===== config.mk =====
export PLATFORM = sky130hd
export DESIGN_NAME = masked_and_hpc2_stream
export DESIGN_NICKNAME = d
export VERILOG_FILES = /design/src/rtl/masked_and_hpc2_stream.sv
export SDC_FILE = /design/constraint.sdc
export NUM_CORES = 1
export LEC_CHECK = 0
export BUFFER_PORTS_ARGS = -buffer_cell sky130_fd_sc_hd__clkbuf_2
export CELL_PAD_IN_SITES_DETAIL_PLACEMENT = 0
export CELL_PAD_IN_SITES_GLOBAL_PLACEMENT = 1
export CORE_AREA = 2 2 98 100
export CTS_CLUSTER_DIAMETER = 200
export DETAILED_ROUTE_END_ITERATION = 16
export DIE_AREA = 0 0 100 102
export PLACE_DENSITY_LB_ADDON = 0.1
export RECOVER_POWER = 50
export SETUP_SLACK_MARGIN = 0.4
export SYNTH_ARGS = -nofsm -noshare
export SYNTH_HDL_FRONTEND = slang
export SYNTH_SLANG_ARGS = --single-unit

===== constraint.sdc =====
create_clock -name clk -period 3.1 [get_ports clk]
set_clock_uncertainty 0.05 [all_clocks]
set_input_delay 0.465 -clock clk [delete_from_list [all_inputs] [get_ports clk]]
set_output_delay 0.465 -clock clk [all_outputs]
set_load 0.05 [all_outputs]

===== src/rtl/masked_and_hpc2_stream.sv =====
// Streaming HPC2 masked AND: `lanes` independent d-share AND gadgets in a two-stage
// pipeline with valid/ready handshakes on operands, randomness and results.
module masked_and_hpc2_stream #(
  parameter int unsigned security_order = 1,
  parameter int unsigned lanes          = 4
) (
  input  logic                                              clk,
  input  logic                                              rst,
  input  logic                                              in_valid,
  output logic                                              in_ready,
  input  logic [lanes*(security_order+1)-1:0]               a,
  input  logic [lanes*(security_order+1)-1:0]               b,
  input  logic [lanes*security_order*(security_order+1)/2-1:0] r,
  input  logic                                              r_valid,
  output logic                                              r_ready,
  output logic [lanes*(security_order+1)-1:0]               c,
  output logic                                              out_valid,
  input  logic                                              out_ready
);

  localparam int unsigned D   = security_order + 1;
  localparam int unsigned RND = security_order * (security_order + 1) / 2;

  typedef logic [lanes-1:0][D-1:0]        vec_t;
  typedef logic [lanes-1:0][D-1:0][D-1:0] mat_t;

  // Row-major index of unordered share pair {i,j}, i != j.
  function automatic int unsigned pair_idx(input int unsigned i, input int unsigned j);
    int unsigned lo, hi;
    lo = (i < j) ? i : j;
    hi = (i < j) ? j : i;
    return lo * D - (lo * (lo + 1)) / 2 + (hi - lo - 1);
  endfunction

  logic en_c;
  logic accept_c;
  logic rb;
  logic valid1_q, valid2_q;
  vec_t a1_q, a1_d;
  // Diagonal of s1 holds the b_i copy; off-diagonal holds b_j ^ r_ij.
  mat_t s1_q, s1_d;
  mat_t na1_q, na1_d;
  // Diagonal of v holds a1_i & b1_i; diagonal of u is always zero.
  mat_t u_q, u_d;
  mat_t v_q, v_d;

  assign en_c      = ~valid2_q | out_ready;
  assign in_ready  = en_c & r_valid & ~rst;
  assign accept_c  = in_valid & in_ready;
  assign r_ready   = accept_c;
  assign out_valid = valid2_q;

  // Stage 1 next values: share copies, refreshed b and masked NOT-a terms.
  always_comb begin
    rb    = 1'b0;
    a1_d  = '0;
    s1_d  = '0;
    na1_d = '0;
    for (int unsigned k = 0; k < lanes; k++) begin
      for (int unsigned i = 0; i < D; i++) begin
        a1_d[k][i] = a[k*D+i];
        for (int unsigned j = 0; j < D; j++) begin
          if (j == i) begin
            s1_d[k][i][j] = b[k*D+i];
          end else begin
            rb                 = r[k*RND+pair_idx(i, j)];
            s1_d[k][i][j]  = b[k*D+j] ^ rb;
            na1_d[k][i][j] = ~a[k*D+i] & rb;
          end
        end
      end
    end
  end

  // Stage 2 next values: every partial product kept in its own register.
  always_comb begin
    u_d = na1_q;
    v_d = '0;
    for (int unsigned k = 0; k < lanes; k++) begin
      for (int unsigned i = 0; i < D; i++) begin
        for (int unsigned j = 0; j < D; j++) begin
          v_d[k][i][j] = a1_q[k][i] & s1_q[k][i][j];
        end
      end
    end
  end

  // Output shares: XOR compression of registered stage-2 terms only.
  always_comb begin
    c = '0;
    for (int unsigned k = 0; k < lanes; k++) begin
      for (int unsigned i = 0; i < D; i++) begin
        for (int unsigned j = 0; j < D; j++) begin
          c[k*D+i] = c[k*D+i] ^ u_q[k][i][j] ^ v_q[k][i][j];
        end
      end
    end
  end

  always_ff @(posedge clk or posedge rst) begin
    if (rst) begin
      valid1_q <= 1'b0;
      valid2_q <= 1'b0;
      a1_q     <= '0;
      s1_q     <= '0;
      na1_q    <= '0;
      u_q      <= '0;
      v_q      <= '0;
    end else begin
      if (en_c) begin
        valid1_q <= accept_c;
        valid2_q <= valid1_q;
      end
      if (accept_c) begin
        a1_q  <= a1_d;
        s1_q  <= s1_d;
        na1_q <= na1_d;
      end
      // Bubbles leave stage-2 data untouched; only the valid bit drains.
      if (en_c && valid1_q) begin
        u_q <= u_d;
        v_q <= v_d;
      end
    end
  end

endmodule


# Word level (Yosys, flattened, before mapping)
# Cells that the tools add are included.
# Widths: inputs -> output; s select.
[op_classes] bitwise=62 n_reduce_logical=1
[ops] operator="$and 1x1->1" n=27
[ops] operator="$xor 1x1->1" n=24
[ops] operator="$not 1->1" n=10
[ops] operator="$logic_and 1x1->1" n=1
[ops] operator="$or 1x1->1" n=1
[totals] output_inout_bits=11 input_bits=25 register_bits=58 wordCells=101

# Depth between registers and ports, before layout
# Gate-level depths: netlist (run 1).
[depth] depth_word=5 mapped_depth=5

# Worst setup path after synthesis (run 1)
# OpenSTA, ideal clock, no wires.
[synth_timing] path_kind="input to output" start="input rst" end="output r_ready" slack_ns=-0.067 n_path_buf=1 t_required_ns=2.585 arrival_time_ns=2.652 path_stages=4 cell_sequence="inv_1 > nand4_4 > buf_6 > inv_1"
[synth_via] elab_chain_cells=3
[synth_rtl] item="start: declaration" line_no="8" text="input logic rst,"
[synth_rtl] item="$not 1->1" line_no="48" text="assign in_ready = en_c & r_valid & ~rst;"
[synth_rtl] item="$and 1x1->1" line_no="48"
[synth_rtl] item="$and 1x1->1" line_no="49" text="assign accept_c = in_valid & in_ready;"
[synth_rtl] item="end: declaration" line_no="15" text="output logic r_ready,"
# No other way between the ends.

# Final worst setup path (run 1)
[layout_timing] start="register valid2_q (netlist: out_valid)" end="output r_ready"
[layout_via] elab_chain_cells=5
[layout_rtl] item="start: declaration" line_no="38" text="logic valid1_q, valid2_q;"
[layout_rtl] item="start signal: assignment" line_no="112" text="valid2_q <= valid1_q;"
[layout_rtl] item="$not 1->1" line_no="47" text="assign en_c = ~valid2_q | out_ready;"
[layout_rtl] item="$or 1x1->1" line_no="47"
[layout_rtl] item="$and 1x1->1 (2 in series)" line_no="48"
[layout_rtl] item="$and 1x1->1" line_no="49"
# No other way between the ends.

==> results of run 1 <==
[Yosys cell counts, drive strengths merged]
cell / instances
nand2: 2
mux2: 40
and3: 1
nand2b: 1
nor2b: 8
xor2: 8
dfrtp: 58
buf: 9
nand4: 17
a21bo: 16
xnor2: 16
inv: 3
o21ai: 1
[how the worst max path moves through the flow]
| stage | slack, ns | end | cells past startpoint | startpoint |
|---|---|---|---|---|
| after floorplan | 0.46 | r_ready | 4 | rst |
| after global placement | 1.15 | a1_q[3]$_DFFE_PP0P_ | 5 | rst |
| after detailed placement | 1.10 | a1_q[1]$_DFFE_PP0P_ | 5 | rst |
| after CTS | 0.91 | r_ready | 4 | out_valid$_DFFE_PP0P_ |
| after global routing | 0.50 | r_ready | 4 | out_valid$_DFFE_PP0P_ |
| final | 0.71 | r_ready | 4 | out_valid$_DFFE_PP0P_ |
[routing by layer]
layer | part of all wire (%) | vias to the layer above | track usage, %
li1 | - | 719 | -
met1 | 46 | 762 | 14.8
met2 | 48 | 28 | 18.8
met3 | 3.3 | 10 | 2.80
met4 | 2.1 | 0 | 6.64
met5 | 0 | - | 0
[stage by stage]
| step | setup WS (ns) | utilization (%) | instances | hold WS, ns | power [mW] |
|---|---|---|---|---|---|
| 4_1_cts | 0.911 | 34.4 | 337 | 0.00996 | 2.72 |
| 3_5_place_dp | 1.10 | 32.4 | 322 | 0.377 | 2.03 |
| 2_1_floorplan | 0.465 | - | 180 | 0.427 | 1.82 |
| 5_1_grt | 0.502 | 34.0 | 337 | 0.0603 | 2.81 |
| 3_3_place_gp | 1.15 | 32.4 | 322 | 0.370 | 2.00 |
| 6_report | 0.713 | 34.0 | 337 | 0.0530 | 2.66 |
[cell type report]
cell class | instances | area (um2)
clock inverters | 3 | 40.0
clock buffers | 12 | 145
flip-flops and latches | 58 | 1450
fillers | 901 | 6010
repair buffers | 40 | 204
well taps | 111 | 139
inverters | 3 | 12.5
multi-input cells | 110 | 1110
[kinds of logic after synthesis]
| logic type | Yosys count |
|---|---|
| compound gates | 17 |
| mux | 40 |
| simple gates | 29 |
| xor+xnor | 24 |
| flops | 58 |
| buf+inv | 12 |
[registers in the layout (all words and copies together) (netlist names)]
signal	cells
s1_q	16
v_q	16
a1_q	8
na1_q	8
u_q	8
out_valid	1
valid1_q	1
[power groups by stage]
stage	sequential, mW	clock (mW)	combinational, mW
6_report	1.07	0.671	0.914
5_1_grt	1.10	0.735	0.980
4_1_cts	1.07	0.697	0.943
3_5_place_dp	1.09	0	0.939
3_3_place_gp	1.08	0	0.923
2_1_floorplan	1.06	0	0.766
==> results.toml, run 1 <==
[sta]
setup_viol = 0
final_hold_viol_count = 0
worst_pin_slew_ns = 1.58
timing.fmax_ghz = 0.419
rsz0062_at_grt = "no"
fin_crit_sh_pct = 77.0
relSlewSlack_pct = -5.33
period_needed_ns = 2.39
slew_violations = 30
fin_setup_tns_ns = 0

[worst_setup_path]
critical-path-top-delay-family = "simple AND/OR/NAND/NOR gates"
max_stage_delay_ns = 0.44
critPathRequiredTime_ns = 2.58
worstPathCellList = "nand2b_4, nand4_1, inv_1, clkbuf_2"
r2r_setup_slack_ns = 1.09
r2r_cells = 4
worstReg2RegStart = "out_valid$_DFFE_PP0P_"
startpoint_type = "register"
critical_path_buf_inv_count = 2
worstSetupEndpointType = "output port"
cp_max_fo = 21
rr_endpoint = "s1_q[6]$_DFFE_PP0P_"
crit_arrival_ns = 1.87
path_class = "register to output port"
worst_path_max_delay_cell = "nand4_1"

[pwr]
comb_power_share_pct = 34.4
clkPwrFrac_pct = 25.2
sw_frac_of_total_pct = 35.9
seqPwrFrac_pct = 40.4
power_density_mw_per_mm2 = 858
cellInternalPower_mw = 1.70
p_switching_mw = 0.955
vdd_drop_max_uv = 403
leakagePower_nw = 1.51

[clock_tree]
cts_setup_buffers = 0
clkTransAtPathRegs_ns = 0.07
cts-resized-gates = 0
cts_root_buffer = "clkbuf_8"
holdBufCountCts = 0
clk_latency_ns = 0.33
cts_made_buffers = 9
cts_max_level = 3
clockBufferDepth = 2
numClockSinks = 58
cts_tree = "yes"

[logic_synthesis]
synth_top_family_by_area = "multiplexers"
syn_avg_cell_area_um2 = 14.8
synth-compound-area-share_pct = 6.20
ys_seq_area_share_pct = 54.5
synth_mux_area_share_pct = 20.9
ys_types = 18
synth_nets = 205
synth_top_cell_by_area = "dfrtp_1"
yosys.area_share.simple_pct = 7.56
synth_adder_area_share_pct = 0
synth.area.top_cells = "dfrtp_1 (54%), mux2_4 (16%), a21bo_2 (6.0%), xnor2_1 (5.3%), mux2_2 (5.1%)"
synth.top_cell.area_share_pct = 54.5
postSynthCellCount = 180
synth_xor_area_share_pct = 7.89
yosys_register_bits = 58
netlist_area_mm2 = 0.00266
yosysWarnings = 0

[placement]
gp_congestion = 0.745
dpl_cell_area_mm2 = 0.00295
dp_hpwl_mm = 3.70
port-buffer-count = 35

[grt]
grt_overflow = 0
grt_pass1_wl_mm = 8.87
grt_pass1_vias = 1737
track_usage_pct = 11.8
antenna_found_initial = 0
grt_max_degree = 30

[detailed_routing]
avgRoutedWirePerCell_um = 16.0
vias = 1519
ant_nets = 0
drt_iter0_markers = 14
dr.pass1.iters = 4
routed_wl_mm = 5.40
routed_via_density = 4.51
drc = 0

[die]
die_h_um = 102
floorplan.initialDensity_pct = 29.2
die_area_mm2 = 0.0102
pin_count = 36
rows = 35
core_area_mm2 = 0.00911
die_w_um = 100

[job]
drv_cap = 1

[layout]
num_antenna_cells = 0
area_growth_pct = 16.3
fin_nets = 247
layout_common_cells = "dfrtp_1 (58), clkbuf_2 (34), mux2_4 (25)"
fin_area_mm2 = 0.00310
mostFrequentLayoutCell = "dfrtp_1"
drive_gt1_share_pct = 46.9

[status]
violations = "capacitance limit, slew limit"
status = "complete, but fails checks"

[hold_path]
hold_path.class = "input port to asynchronous set/reset pin"
Note: power is estimated with default switching activity, not from simulation.
==> run 2, diff against run 1 <==
clock period = 2.4 ns   (was 3.1 ns; I/O delays follow)
==> results.toml, run 2 (synthesis results as in run 1) <==
[status]
status = "finished, final reports clean"

[placement]
dpl_cell_area_mm2 = 0.00294
place_ws_ns = 0.492
gp_congestion = 0.747
port-buffer-count = 35
dp_hpwl_mm = 3.72

[pwr]
p_switching_mw = 1.25
vdd_drop_max_uv = 405
clkPwrFrac_pct = 26.5
seqPwrFrac_pct = 39.9
sw_frac_of_total_pct = 35.6
cellInternalPower_mw = 2.27
leakagePower_nw = 1.54
comb_power_share_pct = 33.7
p_total_mw = 3.52
power_density_mw_per_mm2 = 1120

[clock_tree]
clk_latency_ns = 0.33
cts_max_level = 3
cts_root_buffer = "clkbuf_8"
holdBufCountCts = 0
cts_tree = "yes"
clkTransAtPathRegs_ns = 0.07
cts_made_buffers = 9
numClockSinks = 58
clockBufferDepth = 2

[job]
drv_cap = 0

[sta]
period_needed_ns = 1.95
relSlewSlack_pct = 20.6
setup_viol = 0
rsz0062_at_grt = "no"
slew_violations = 0
fin_ws_ns = 0.446
fin_setup_tns_ns = 0
final_hold_viol_count = 0
fin_crit_sh_pct = 81.4
worst_pin_slew_ns = 1.19
timing.fmax_ghz = 0.512

[layout]
reg.largest.list = "s1_q: 16 flops, v_q: 16 flops"
layout_common_cells = "dfrtp_1 (58), clkbuf_2 (35), mux2_4 (27)"
fin_area_mm2 = 0.00314
area_growth_pct = 18.0
num_antenna_cells = 0
drive_gt1_share_pct = 49.8
fin_nets = 248
mostFrequentLayoutCell = "dfrtp_1"

[worst_setup_path]
critPathRequiredTime_ns = 1.99
worst_path_max_delay_cell = "dfrtp_1"
max_stage_delay_ns = 0.45
critical_path_buf_inv_count = 2
critical-path-top-delay-family = "flip-flops"
worstPathCellList = "nand2b_4, nand4_1, inv_1, clkbuf_2"
cp_max_fo = 11
startpoint_type = "register"
worstSetupEndpointType = "output port"
crit_arrival_ns = 1.54
path_class = "register to output port"

[detailed_routing]
avgRoutedWirePerCell_um = 16.5
drc = 0
routed_wl_mm = 5.57
ant_nets = 0
drt_iter0_markers = 24
routed_via_density = 4.53
dr.pass1.iters = 4
vias = 1530

[die]
rows = 35
die_area_mm2 = 0.0102
core_area_mm2 = 0.00911
floorplan.initialDensity_pct = 29.2
pin_count = 36
die_h_um = 102
die_w_um = 100

[hold_path]
hold_path.class = "input port to asynchronous set/reset pin"

[grt]
track_usage_pct = 12.3
grt_pass1_wl_mm = 9.40
grt_pass1_vias = 1756
grt_overflow = 0
grt_max_degree = 46
antenna_found_initial = 0
## run 2: changes by cell type in the layout (fill, tap and decap cells not counted), sizes merged
| cell | change |
|---|---|
| buf | +1 |
| clkinv | -1 |
| nand2b | +1 |
## run 2: worst paths after layout
path / slack [ns] / cells after the start / startpoint / end
max: 0.45 / 4 / out_valid$_DFFE_PP0P_ / r_ready
min: 0.08 / 3 / rst / s1_q[13]$_DFFE_PP0P_
max reg2reg: 0.54 / 5 / out_valid$_DFFE_PP0P_ / a1_q[1]$_DFFE_PP0P_
min reg2reg: 0.46 / 1 / s1_q[14]$_DFFE_PP0P_ / s1_q[14]$_DFFE_PP0P_
max in group asynchronous: 1.09 / 3 / rst / a1_q[1]$_DFFE_PP0P_
min in group clk: 0.23 / 2 / a[7] / a1_q[7]$_DFFE_PP0P_
## run 2: layer usage
| layer | vias to the layer above | wire (um) | track usage [%] |
|---|---|---|---|
| met2 | 29 | 2550 | 19.1 |
| met3 | 8 | 184 | 3.28 |
| li1 | 716 | - | - |
| met1 | 777 | 2750 | 16.2 |
| met4 | 0 | 89 | 6.01 |
| met5 | - | 0 | 0 |
## run 2: worst reg2reg max path: stages, from the launching register on
cell and delay [ns]:
dfrtp_1 0.46, nand2b_4 0.16, nand4_1 0.17, buf_4 0.24, buf_4 0.29, mux2_2 0.37
## run 2: repair_timing
item,CTS,global route
endpoints found under the hold margin,0,0
pin swaps,1,0
gates cloned,1,0
setup buffers,1,0
gates resized for setup,0,1
endpoints found under the setup margin,1,8
## run 2: through the flow
step	hold WS (ns)	instances	utilization (%)
CTS	0.0719	338	34.7
global placement	0.423	321	32.3
finish	0.0834	338	34.5
detailed placement	0.432	321	32.3
floorplan	0.421	180	-
global route	0.124	338	34.5
## run 2: final cells by class
type,count,area (um2)
Fill cell,911,5960
Sequential cell,58,1450
Multi-Input combinational cell,111,1130
Timing Repair Buffer,40,209
Clock buffer,13,169
Tap cell,111,139
Clock inverter,2,35.0
Inverter,3,12.5
## run 2: power groups by stage
stage               clock, mW  sequential, mW  combinational, mW
floorplan                   0            1.36              0.990
finish                  0.931            1.40               1.18
detailed placement          0            1.42               1.20
global route             1.00            1.44               1.26
global placement            0            1.41               1.19
CTS                     0.961            1.41               1.21
==> run 3, diff against run 2 <==
clock period = 2 ns   (was 2.4 ns; I/O delays follow)
==> results.toml, run 3 (synthesis results as in run 1) <==
[layout]
drive_gt1_share_pct = 58.2
final-seq-area_mm2 = 0.00145
area_growth_pct = 28.4
mostFrequentLayoutCell = "dfrtp_1"
num_antenna_cells = 0
reg.largest.list = "s1_q: 16 flops, v_q: 16 flops"
fin_nets = 255
layout_common_cells = "dfrtp_1 (58), mux2_4 (28), clkbuf_2 (25)"
multi_input_area_mm2 = 0.00126
fillers = 876

[detailed_routing]
drt_iter0_markers = 37
avgRoutedWirePerCell_um = 15.7
vias = 1556
routed_wl_mm = 5.37
drc = 0
ant_nets = 0
routed_via_density = 4.54
dr.pass1.iters = 3

[placement]
port-buffer-count = 35
gp_congestion = 0.764
dp_hpwl_mm = 3.64

[grt]
antenna_found_initial = 0
grt_overflow = 0
track_usage_pct = 11.8
grt_pass1_vias = 1716
grt_pass1_wl_mm = 9.03
grt_max_degree = 53

[sta]
rsz0062_at_grt = "yes"
worst_pin_slew_ns = 1.29
setup_viol = 0
fin_hold_ws_ns = 0.180
final_hold_viol_count = 0
timing.fmax_ghz = 0.615
fin_setup_tns_ns = 0
period_needed_ns = 1.63
slew_violations = 0
fin_crit_sh_pct = 81.3
relSlewSlack_pct = 13.8

[worst_setup_path]
startpoint_type = "register"
critPathRequiredTime_ns = 1.65
worst_path_max_delay_cell = "dfrtp_1"
path_class = "register to output port"
crit_top_cell = "xnor2_2"
worstPathCellList = "xnor2_2, xnor2_2, buf_8"
max_stage_delay_ns = 0.41
cp_max_fo = 2
r2r_setup_slack_ns = 0.48
critical_path_buf_inv_count = 1
crit_arrival_ns = 1.28
worstSetupEndpointType = "output port"
critical-path-top-delay-family = "flip-flops"

[clock_tree]
cts_made_buffers = 9
clk_latency_ns = 0.32
clockBufferDepth = 2
clkTransAtPathRegs_ns = 0.06
numClockSinks = 58
cts_tree = "yes"
cts_max_level = 3
cts_root_buffer = "clkbuf_8"

[pwr]
power_density_mw_per_mm2 = 1350
leakagePower_nw = 1.67
vdd_drop_max_uv = 717

[die]
core_area_mm2 = 0.00911
die_area_mm2 = 0.0102
pin_count = 36
floorplan.initialDensity_pct = 29.2
die_w_um = 100
die_h_um = 102
rows = 35

[status]
status = "finished, final reports clean"

[job]
drv_cap = 0

[hold_path]
hold_path.class = "input port to register"
[run 3: cell count changes in the layout (fill, tap and decap cells not counted), sizes merged]
cell,before,now
buf,4,20
clkbuf,49,40
bufinv,1,0
clkinv,1,0
dlygate4sd3,0,1
nand2b,2,1
[run 3: final timing paths]
path                                       startpoint  depth (start not counted)              endpoint
worst max-delay path               u_q[6]$_DFFE_PP0P_                          3                  c[3]
worst min-delay path                             a[0]                          2   a1_q[0]$_DFFE_PP0P_
worst max register to register  out_valid$_DFFE_PP0P_                          3   u_q[10]$_DFFE_PP0P_
worst min register to register   s1_q[15]$_DFFE_PP0P_                          1  s1_q[15]$_DFFE_PP0P_
max in group asynchronous                         rst                          3  na1_q[9]$_DFFE_PP0P_
min in group asynchronous                         rst                          3    v_q[9]$_DFFE_PP0P_
[run 3: worst reg2reg max path, stage by stage, from the launching register on]
cell and delay (ns):
dfrtp_1 0.40, nand2b_4 0.11, nand2_2 0.44, mux2_2 0.40
[run 3: where the power goes]
| group | switching (mW) | internal (mW) | total (mW) |
|---|---|---|---|
| Clock | 0.402 | 0.497 | 0.899 |
| Combinational | 0.943 | 1.05 | 1.99 |
| Sequential | 0.247 | 1.47 | 1.72 |
| Total | 1.59 | 3.01 | 4.60 |
[run 3: per-stage QoR]
| stage | power, mW | util (%) | instance area, um2 | std cells | worst slack [ns] |
|---|---|---|---|---|---|
| CTS | 4.57 | 37.3 | 3400 | 341 | 0.324 |
| global route | 4.84 | 37.6 | 3420 | 343 | 0.223 |
| floorplan | 2.96 | - | 2730 | 180 | -0.233 |
| global placement | 3.25 | 33.2 | 3020 | 322 | 0.306 |
| finish | 4.60 | 37.6 | 3420 | 343 | 0.375 |
| detailed placement | 3.27 | 33.2 | 3020 | 322 | 0.274 |
[run 3: layer usage]
layer / vias to the layer above / GRT usage [%] / wire (um)
met5: - / 0 / 0
met4: 0 / 3.48 / 57
met3: 5 / 4.58 / 217
met2: 29 / 18.2 / 2540
met1: 790 / 15.6 / 2560
li1: 732 / - / -
[run 3: timing repair]
| action | in CTS | in global routing |
|---|---|---|
| setup buffers | 5 | 2 |
| hold buffers | 1 | 0 |
| endpoints found under the hold margin | 6 | 0 |
| resized for setup | 31 | 12 |
| pin swaps | 8 | 8 |
| setup endpoints to repair | 43 | 21 |
[run 3: layout make-up]
type	instances	area share [%]
Sequential cell	58	42.4
Multi-Input combinational cell	110	36.8
Timing Repair Buffer	48	11.7
Clock buffer	13	4.65
Tap cell	111	4.06
Inverter	3	0.366
